$ cat src/rtl/jam_cost_loader.sv
// Cost-table fetch stage for the Job Assignment Machine: caches the 8x8 cost ROM and
// serves it through a registered read port. Define LOADER_ROWMIN_EN to enable lb_sum.
module jam_cost_loader #(
    parameter int unsigned COST_W = 7,
    parameter int unsigned SUM_W  = 10
) (
    input  logic              CLK,
    input  logic              RST,
    input  logic              start,
    output logic [2:0]        W,
    output logic [2:0]        J,
    input  logic [COST_W-1:0] Cost,
    output logic              busy,
    output logic              load_done,
    input  logic [2:0]        rd_w,
    input  logic [2:0]        rd_j,
    output logic [COST_W-1:0] rd_cost,
    output logic [SUM_W-1:0]  lb_sum
);

    localparam int unsigned ADDR_W  = 6;
    localparam int unsigned ENTRIES = 64;

    localparam logic [1:0] IDLE  = 2'd0;
    localparam logic [1:0] FETCH = 2'd1;
    localparam logic [1:0] DONE  = 2'd2;

    logic [1:0]        state, state_nx;
    logic [ADDR_W-1:0] addr, addr_nx;
    logic              busy_nx, load_done_nx;
    logic              fetch_c, clear_c;
    logic [COST_W-1:0] mem [ENTRIES];

    // ROM address is the fetch pointer itself, so W/J are registered
    assign W = addr[5:3];
    assign J = addr[2:0];

    always_ff @(posedge CLK) begin
        if (RST) begin
            state     <= IDLE;
            addr      <= '0;
            busy      <= 1'b0;
            load_done <= 1'b0;
        end else begin
            state     <= state_nx;
            addr      <= addr_nx;
            busy      <= busy_nx;
            load_done <= load_done_nx;
        end
    end

    always_comb begin
        state_nx     = state;
        addr_nx      = addr;
        busy_nx      = busy;
        load_done_nx = load_done;
        fetch_c      = 1'b0;
        clear_c      = 1'b0;
        case (state)
            IDLE, DONE: begin
                if (start) begin
                    state_nx     = FETCH;
                    addr_nx      = '0;
                    busy_nx      = 1'b1;
                    load_done_nx = 1'b0;
                    clear_c      = 1'b1;
                end
            end
            FETCH: begin
                fetch_c = 1'b1;
                if (addr == ADDR_W'(ENTRIES - 1)) begin
                    state_nx     = DONE;
                    addr_nx      = '0;
                    busy_nx      = 1'b0;
                    load_done_nx = 1'b1;
                end else begin
                    addr_nx = addr + ADDR_W'(1);
                end
            end
            default: begin
                state_nx     = IDLE;
                addr_nx      = '0;
                busy_nx      = 1'b0;
                load_done_nx = 1'b0;
            end
        endcase
    end

    // Cache is intentionally not reset; contents are only meaningful with load_done
    always_ff @(posedge CLK) begin
        if (fetch_c) mem[addr] <= Cost;
    end

    always_ff @(posedge CLK) begin
        if (RST) rd_cost <= '0;
        else     rd_cost <= mem[{rd_w, rd_j}];
    end

`ifdef LOADER_ROWMIN_EN
    logic [COST_W-1:0] rmin;
    logic [COST_W-1:0] row_min_c;

    // Minimum of the current row including the entry arriving this cycle
    always_comb begin
        if (J == 3'd0)        row_min_c = Cost;
        else if (Cost < rmin) row_min_c = Cost;
        else                  row_min_c = rmin;
    end

    always_ff @(posedge CLK) begin
        if (RST) begin
            rmin   <= '0;
            lb_sum <= '0;
        end else if (clear_c) begin
            lb_sum <= '0;
        end else if (fetch_c) begin
            rmin <= row_min_c;
            if (J == 3'd7) lb_sum <= lb_sum + SUM_W'(row_min_c);
        end
    end
`else
    assign lb_sum = '0;
`endif

endmodule

$ cat config.mk
export PLATFORM = sky130hd
export DESIGN_NAME = jam_cost_loader
export DESIGN_NICKNAME = d
export VERILOG_FILES = /design/src/rtl/jam_cost_loader.sv
export SDC_FILE = /design/constraint.sdc
export NUM_CORES = 1
export LEC_CHECK = 0
export BUFFER_PORTS_ARGS = -buffer_cell sky130_fd_sc_hd__buf_4
export CORE_ASPECT_RATIO = 1.2
export CORE_MARGIN = 2
export CORE_UTILIZATION = 40
export DETAILED_ROUTE_END_ITERATION = 8
export SKIP_LAST_GASP = 1
export SLEW_MARGIN = 10
export SYNTH_ARGS = -nofsm -noshare
export SYNTH_HDL_FRONTEND = slang
export SYNTH_SLANG_ARGS = --single-unit
export TNS_END_PERCENT = 10
$ cat constraint.sdc
create_clock -name CLK -period 3 [get_ports CLK]
set_clock_uncertainty 0.05 [all_clocks]
set_input_delay 0.6 -clock CLK [delete_from_list [all_inputs] [get_ports CLK]]
set_output_delay 0.6 -clock CLK [all_outputs]
set_load 0.01 [all_outputs]
==> run_summary.xml <==
<?xml version="1.0" encoding="UTF-8"?>
<metrics>
  <group name="clocking">
    <metric name="cts.repair.resized" unit="">0</metric>
    <metric name="cts-buffers-inserted" unit="">45</metric>
    <metric name="clock-root-buffer" unit="">sky130_fd_sc_hd__clkbuf_16</metric>
    <metric name="cts.reportedPaths.clkPinSlew" unit="ps">60</metric>
    <metric name="post_cts_hold_buffer_count" unit="">0</metric>
    <metric name="clk-insertion-delay-late" unit="ps">560</metric>
    <metric name="clock_sink_count" unit="">464</metric>
    <metric name="max-clock-path-buffers" unit="">3</metric>
    <metric name="cts_htree_levels" unit="">2</metric>
    <metric name="post_cts.repair.setup_buffers" unit="">0</metric>
    <metric name="cts_tree" unit="">done</metric>
  </group>
  <group name="logic_synthesis">
    <metric name="synth_top_flop_cell" unit="">sky130_fd_sc_hd__edfxtp_1</metric>
    <metric name="yosys.cell_types.count" unit="">52</metric>
    <metric name="synth_async_sr_flop_share" unit="%">0</metric>
    <metric name="postSynthRegisterBits" unit="">464</metric>
    <metric name="yosys-top-cells-area" unit="">sky130_fd_sc_hd__edfxtp_1 (74%), sky130_fd_sc_hd__mux4_2 (12%), sky130_fd_sc_hd__mux4_1 (2.6%)</metric>
    <metric name="synth_enable_flop_cells" unit="">448</metric>
    <metric name="synth_area_per_cell" unit="um2">20.4</metric>
    <metric name="synth_top_cell_area_share" unit="%">73.5</metric>
    <metric name="yosysWarnings" unit="">0</metric>
    <metric name="syn_area" unit="um2">18300</metric>
    <metric name="yosysSeqAreaShare" unit="%">75.3</metric>
    <metric name="number_of_instances_in_the_synthesized_netlist" unit="">896</metric>
    <metric name="synth_top_area_cell" unit="">sky130_fd_sc_hd__edfxtp_1</metric>
  </group>
  <group name="sta">
    <metric name="worst-slew-pin-transition" unit="ps">731</metric>
    <metric name="setup_ws" unit="ps">574</metric>
    <metric name="fmax" unit="GHz">0.412</metric>
    <metric name="hold_violations" unit="">0</metric>
    <metric name="tns" unit="ps">0</metric>
    <metric name="min_period_over_period" unit="%">80.9</metric>
    <metric name="slew-limit-headroom" unit="%">51.2</metric>
    <metric name="finalSetupViolCount" unit="">0</metric>
    <metric name="setup_repair_after_global_routing_missed_its_margin" unit="">no</metric>
    <metric name="number_of_max_slew_violations_in_the_final_report" unit="">0</metric>
    <metric name="final_period_minus_worst_setup_slack" unit="ps">2430</metric>
  </group>
  <group name="place">
    <metric name="dpl_worst_slack" unit="ps">-54.3</metric>
    <metric name="dp_hpwl" unit="um">26900</metric>
    <metric name="routabilityCongestion" unit="">0.814</metric>
    <metric name="port_buffers" unit="">30</metric>
  </group>
  <group name="power_and_ir_drop">
    <metric name="power_per_cell_area" unit="nW/um2">627</metric>
    <metric name="power.static_leakage" unit="nW">6.81</metric>
    <metric name="max-vdd-ir-drop" unit="uV">359</metric>
  </group>
  <group name="drt">
    <metric name="drt-pass1-iter-count" unit="">5</metric>
    <metric name="route.vias.total" unit="">9094</metric>
    <metric name="drt_wl_total" unit="um">42500</metric>
    <metric name="route.antenna.remaining_nets" unit="">0</metric>
    <metric name="detailed_route_vias_per_instance" unit="">5.48</metric>
    <metric name="drc_errors" unit="">0</metric>
    <metric name="drtIter0Drc" unit="">832</metric>
    <metric name="drt-wirelength-per-cell" unit="um">25.6</metric>
  </group>
  <group name="die">
    <metric name="floorplan.initialDensity" unit="%">40.7</metric>
    <metric name="floorplan.die.height" unit="um">238</metric>
    <metric name="coreArea" unit="um2">45000</metric>
    <metric name="top_level_ports" unit="">41</metric>
    <metric name="num_rows" unit="">85</metric>
    <metric name="floorplan.die_area" unit="um2">47500</metric>
    <metric name="die_w" unit="um">199</metric>
  </group>
  <group name="cells_and_area">
    <metric name="most_common_cell_after_layout_fill_and_taps_aside" unit="">sky130_fd_sc_hd__edfxtp_1</metric>
    <metric name="nNetsFinal" unit="">1034</metric>
    <metric name="num-fill-cells" unit="">3779</metric>
    <metric name="area_delta_synth_final" unit="%">15.4</metric>
    <metric name="layout_cells_sized_above_1" unit="%">27.5</metric>
    <metric name="antenna_cells" unit="">0</metric>
    <metric name="final_cell_mix" unit="">sky130_fd_sc_hd__edfxtp_1 (448), sky130_fd_sc_hd__buf_4 (116), sky130_fd_sc_hd__mux4_2 (94)</metric>
  </group>
  <group name="global_routing">
    <metric name="gr-usage-all-layers" unit="%">18.5</metric>
    <metric name="grt_pass1_wl" unit="um">62900</metric>
    <metric name="grt_antenna_before_repair" unit="">0</metric>
    <metric name="grt_pass1_vias" unit="">9292</metric>
    <metric name="pin_count_of_the_biggest_net_entering_global_routing" unit="">65</metric>
    <metric name="grt_overflow" unit="">0</metric>
  </group>
  <group name="worst_setup_path">
    <metric name="r2r_cells" unit="">4</metric>
    <metric name="endpoint_kind" unit="">flop</metric>
    <metric name="worst_setup_path_start_kind" unit="">primary input</metric>
    <metric name="crit-reg2reg-launch" unit="">addr[1]</metric>
    <metric name="worst_setup_path_type" unit="">in -&gt; reg</metric>
    <metric name="setup.worst_path.start" unit="">rd_j[0]</metric>
    <metric name="worst-endpoint-required" unit="ps">3390</metric>
    <metric name="worst_path_fanout_max" unit="">26</metric>
    <metric name="critPathArrivalTime" unit="ps">2810</metric>
  </group>
  <group name="hold_path">
    <metric name="min_path_type" unit="">in -&gt; reg</metric>
    <metric name="timing.hold.worst_path_depth" unit="">2</metric>
    <metric name="hp-start" unit="">RST</metric>
  </group>
  <group name="run">
    <metric name="max_cap_violations" unit="">0</metric>
  </group>
  <group name="run_status">
    <metric name="status" unit="">completed</metric>
  </group>
</metrics>
-- cells by family after synthesis --
| logic type | count (synthesis) | synth area share, % |
|---|---|---|
| DFF | 464 | 75.3 |
| and+or+nand+nor | 167 | 4.26 |
| muxes | 127 | 15.0 |
| AOI/OAI and AO/OA | 69 | 2.86 |
| buffers and inverters | 62 | 2.29 |
| xor gates and xnor gates | 5 | 0.239 |
| adders and majority gates | 1 | 0.0684 |
| other | 1 | 0.0205 |
-- cell type report --
class / count / area, um2 / share of cell area (%)
multi-input combinational: 379 / 4140 / 19.6
clock buffer: 68 / 1250 / 5.93
sequential: 464 / 13800 / 65.2
timing repair buffer: 124 / 1020 / 4.84
tap: 609 / 762 / 3.61
clock inverter: 14 / 160 / 0.758
inverter: 3 / 11.3 / 0.0533
-- path summary, 6_finish.rpt --
path / endpoint / slack [ps]
max: rd_cost[1] / 570
min: state[0] / 300
max reg2reg: mem[42][2] / 730
min reg2reg: busy / 440
-- flip-flops by register name, indices dropped and copies added (netlist names) --
name / flops
addr: 6
busy: 1
load_done: 1
mem: 448
state: 1
rd_cost: 7
-- worst max-delay path, cell delays in order --
cell and delay (ps):
sky130_fd_sc_hd__buf_4 400, sky130_fd_sc_hd__buf_12 250, sky130_fd_sc_hd__mux4_2 500, sky130_fd_sc_hd__o311ai_0 620
sky130_fd_sc_hd__nor3_1 120, sky130_fd_sc_hd__a211o_1 290
-- synthesized netlist by cell type, types with 5 or more instances --
master and n:
sky130_fd_sc_hd__o22ai_1 10, sky130_fd_sc_hd__mux4_2 94, sky130_fd_sc_hd__clkbuf_1 22, sky130_fd_sc_hd__dfxtp_1 16, sky130_fd_sc_hd__edfxtp_1 448, sky130_fd_sc_hd__nand2b_1 9
sky130_fd_sc_hd__nand3b_1 5, sky130_fd_sc_hd__nor2_1 91, sky130_fd_sc_hd__nor3_1 7, sky130_fd_sc_hd__mux4_1 18, sky130_fd_sc_hd__nor2b_1 11, sky130_fd_sc_hd__o221ai_1 11
sky130_fd_sc_hd__buf_4 20, sky130_fd_sc_hd__mux2i_1 11, sky130_fd_sc_hd__o32ai_1 6, sky130_fd_sc_hd__nand3_1 5, sky130_fd_sc_hd__buf_6 8, sky130_fd_sc_hd__buf_2 6
sky130_fd_sc_hd__a211o_1 5, sky130_fd_sc_hd__o21ai_0 7, sky130_fd_sc_hd__nand2_1 17
-- power by group --
part           switching, mW  internal, mW  total, mW
Combinational          0.386         0.255      0.641
Sequential            0.0202          7.12       7.14
Clock                   2.32          3.15       5.47
-- metrics by stage --
stage | area (um2) | total power, mW | cells | hold slack, ps | util [%]
after floorplan | 18300 | 7.64 | 905 | 449 | -
after global placement | 19700 | 7.93 | 1579 | 423 | 43.8
after detailed placement | 19700 | 7.94 | 1579 | 434 | 43.8
after CTS | 21100 | 13.4 | 1661 | 276 | 47.0
after global routing | 21100 | 13.6 | 1661 | 293 | 47.0
final | 21100 | 13.3 | 1661 | 297 | 47.0
-- routing by layer --
layer  wire length, um  global-route usage, %  vias to the layer above
met5                 0                      0                        -
met4              1170                   5.81                        0
met3              2000                   3.15                       62
met2             21500                   31.2                      256
met1             17800                   24.5                     4840
li1                  -                      -                     3936
Note: power is estimated with default switching activity, not from simulation.
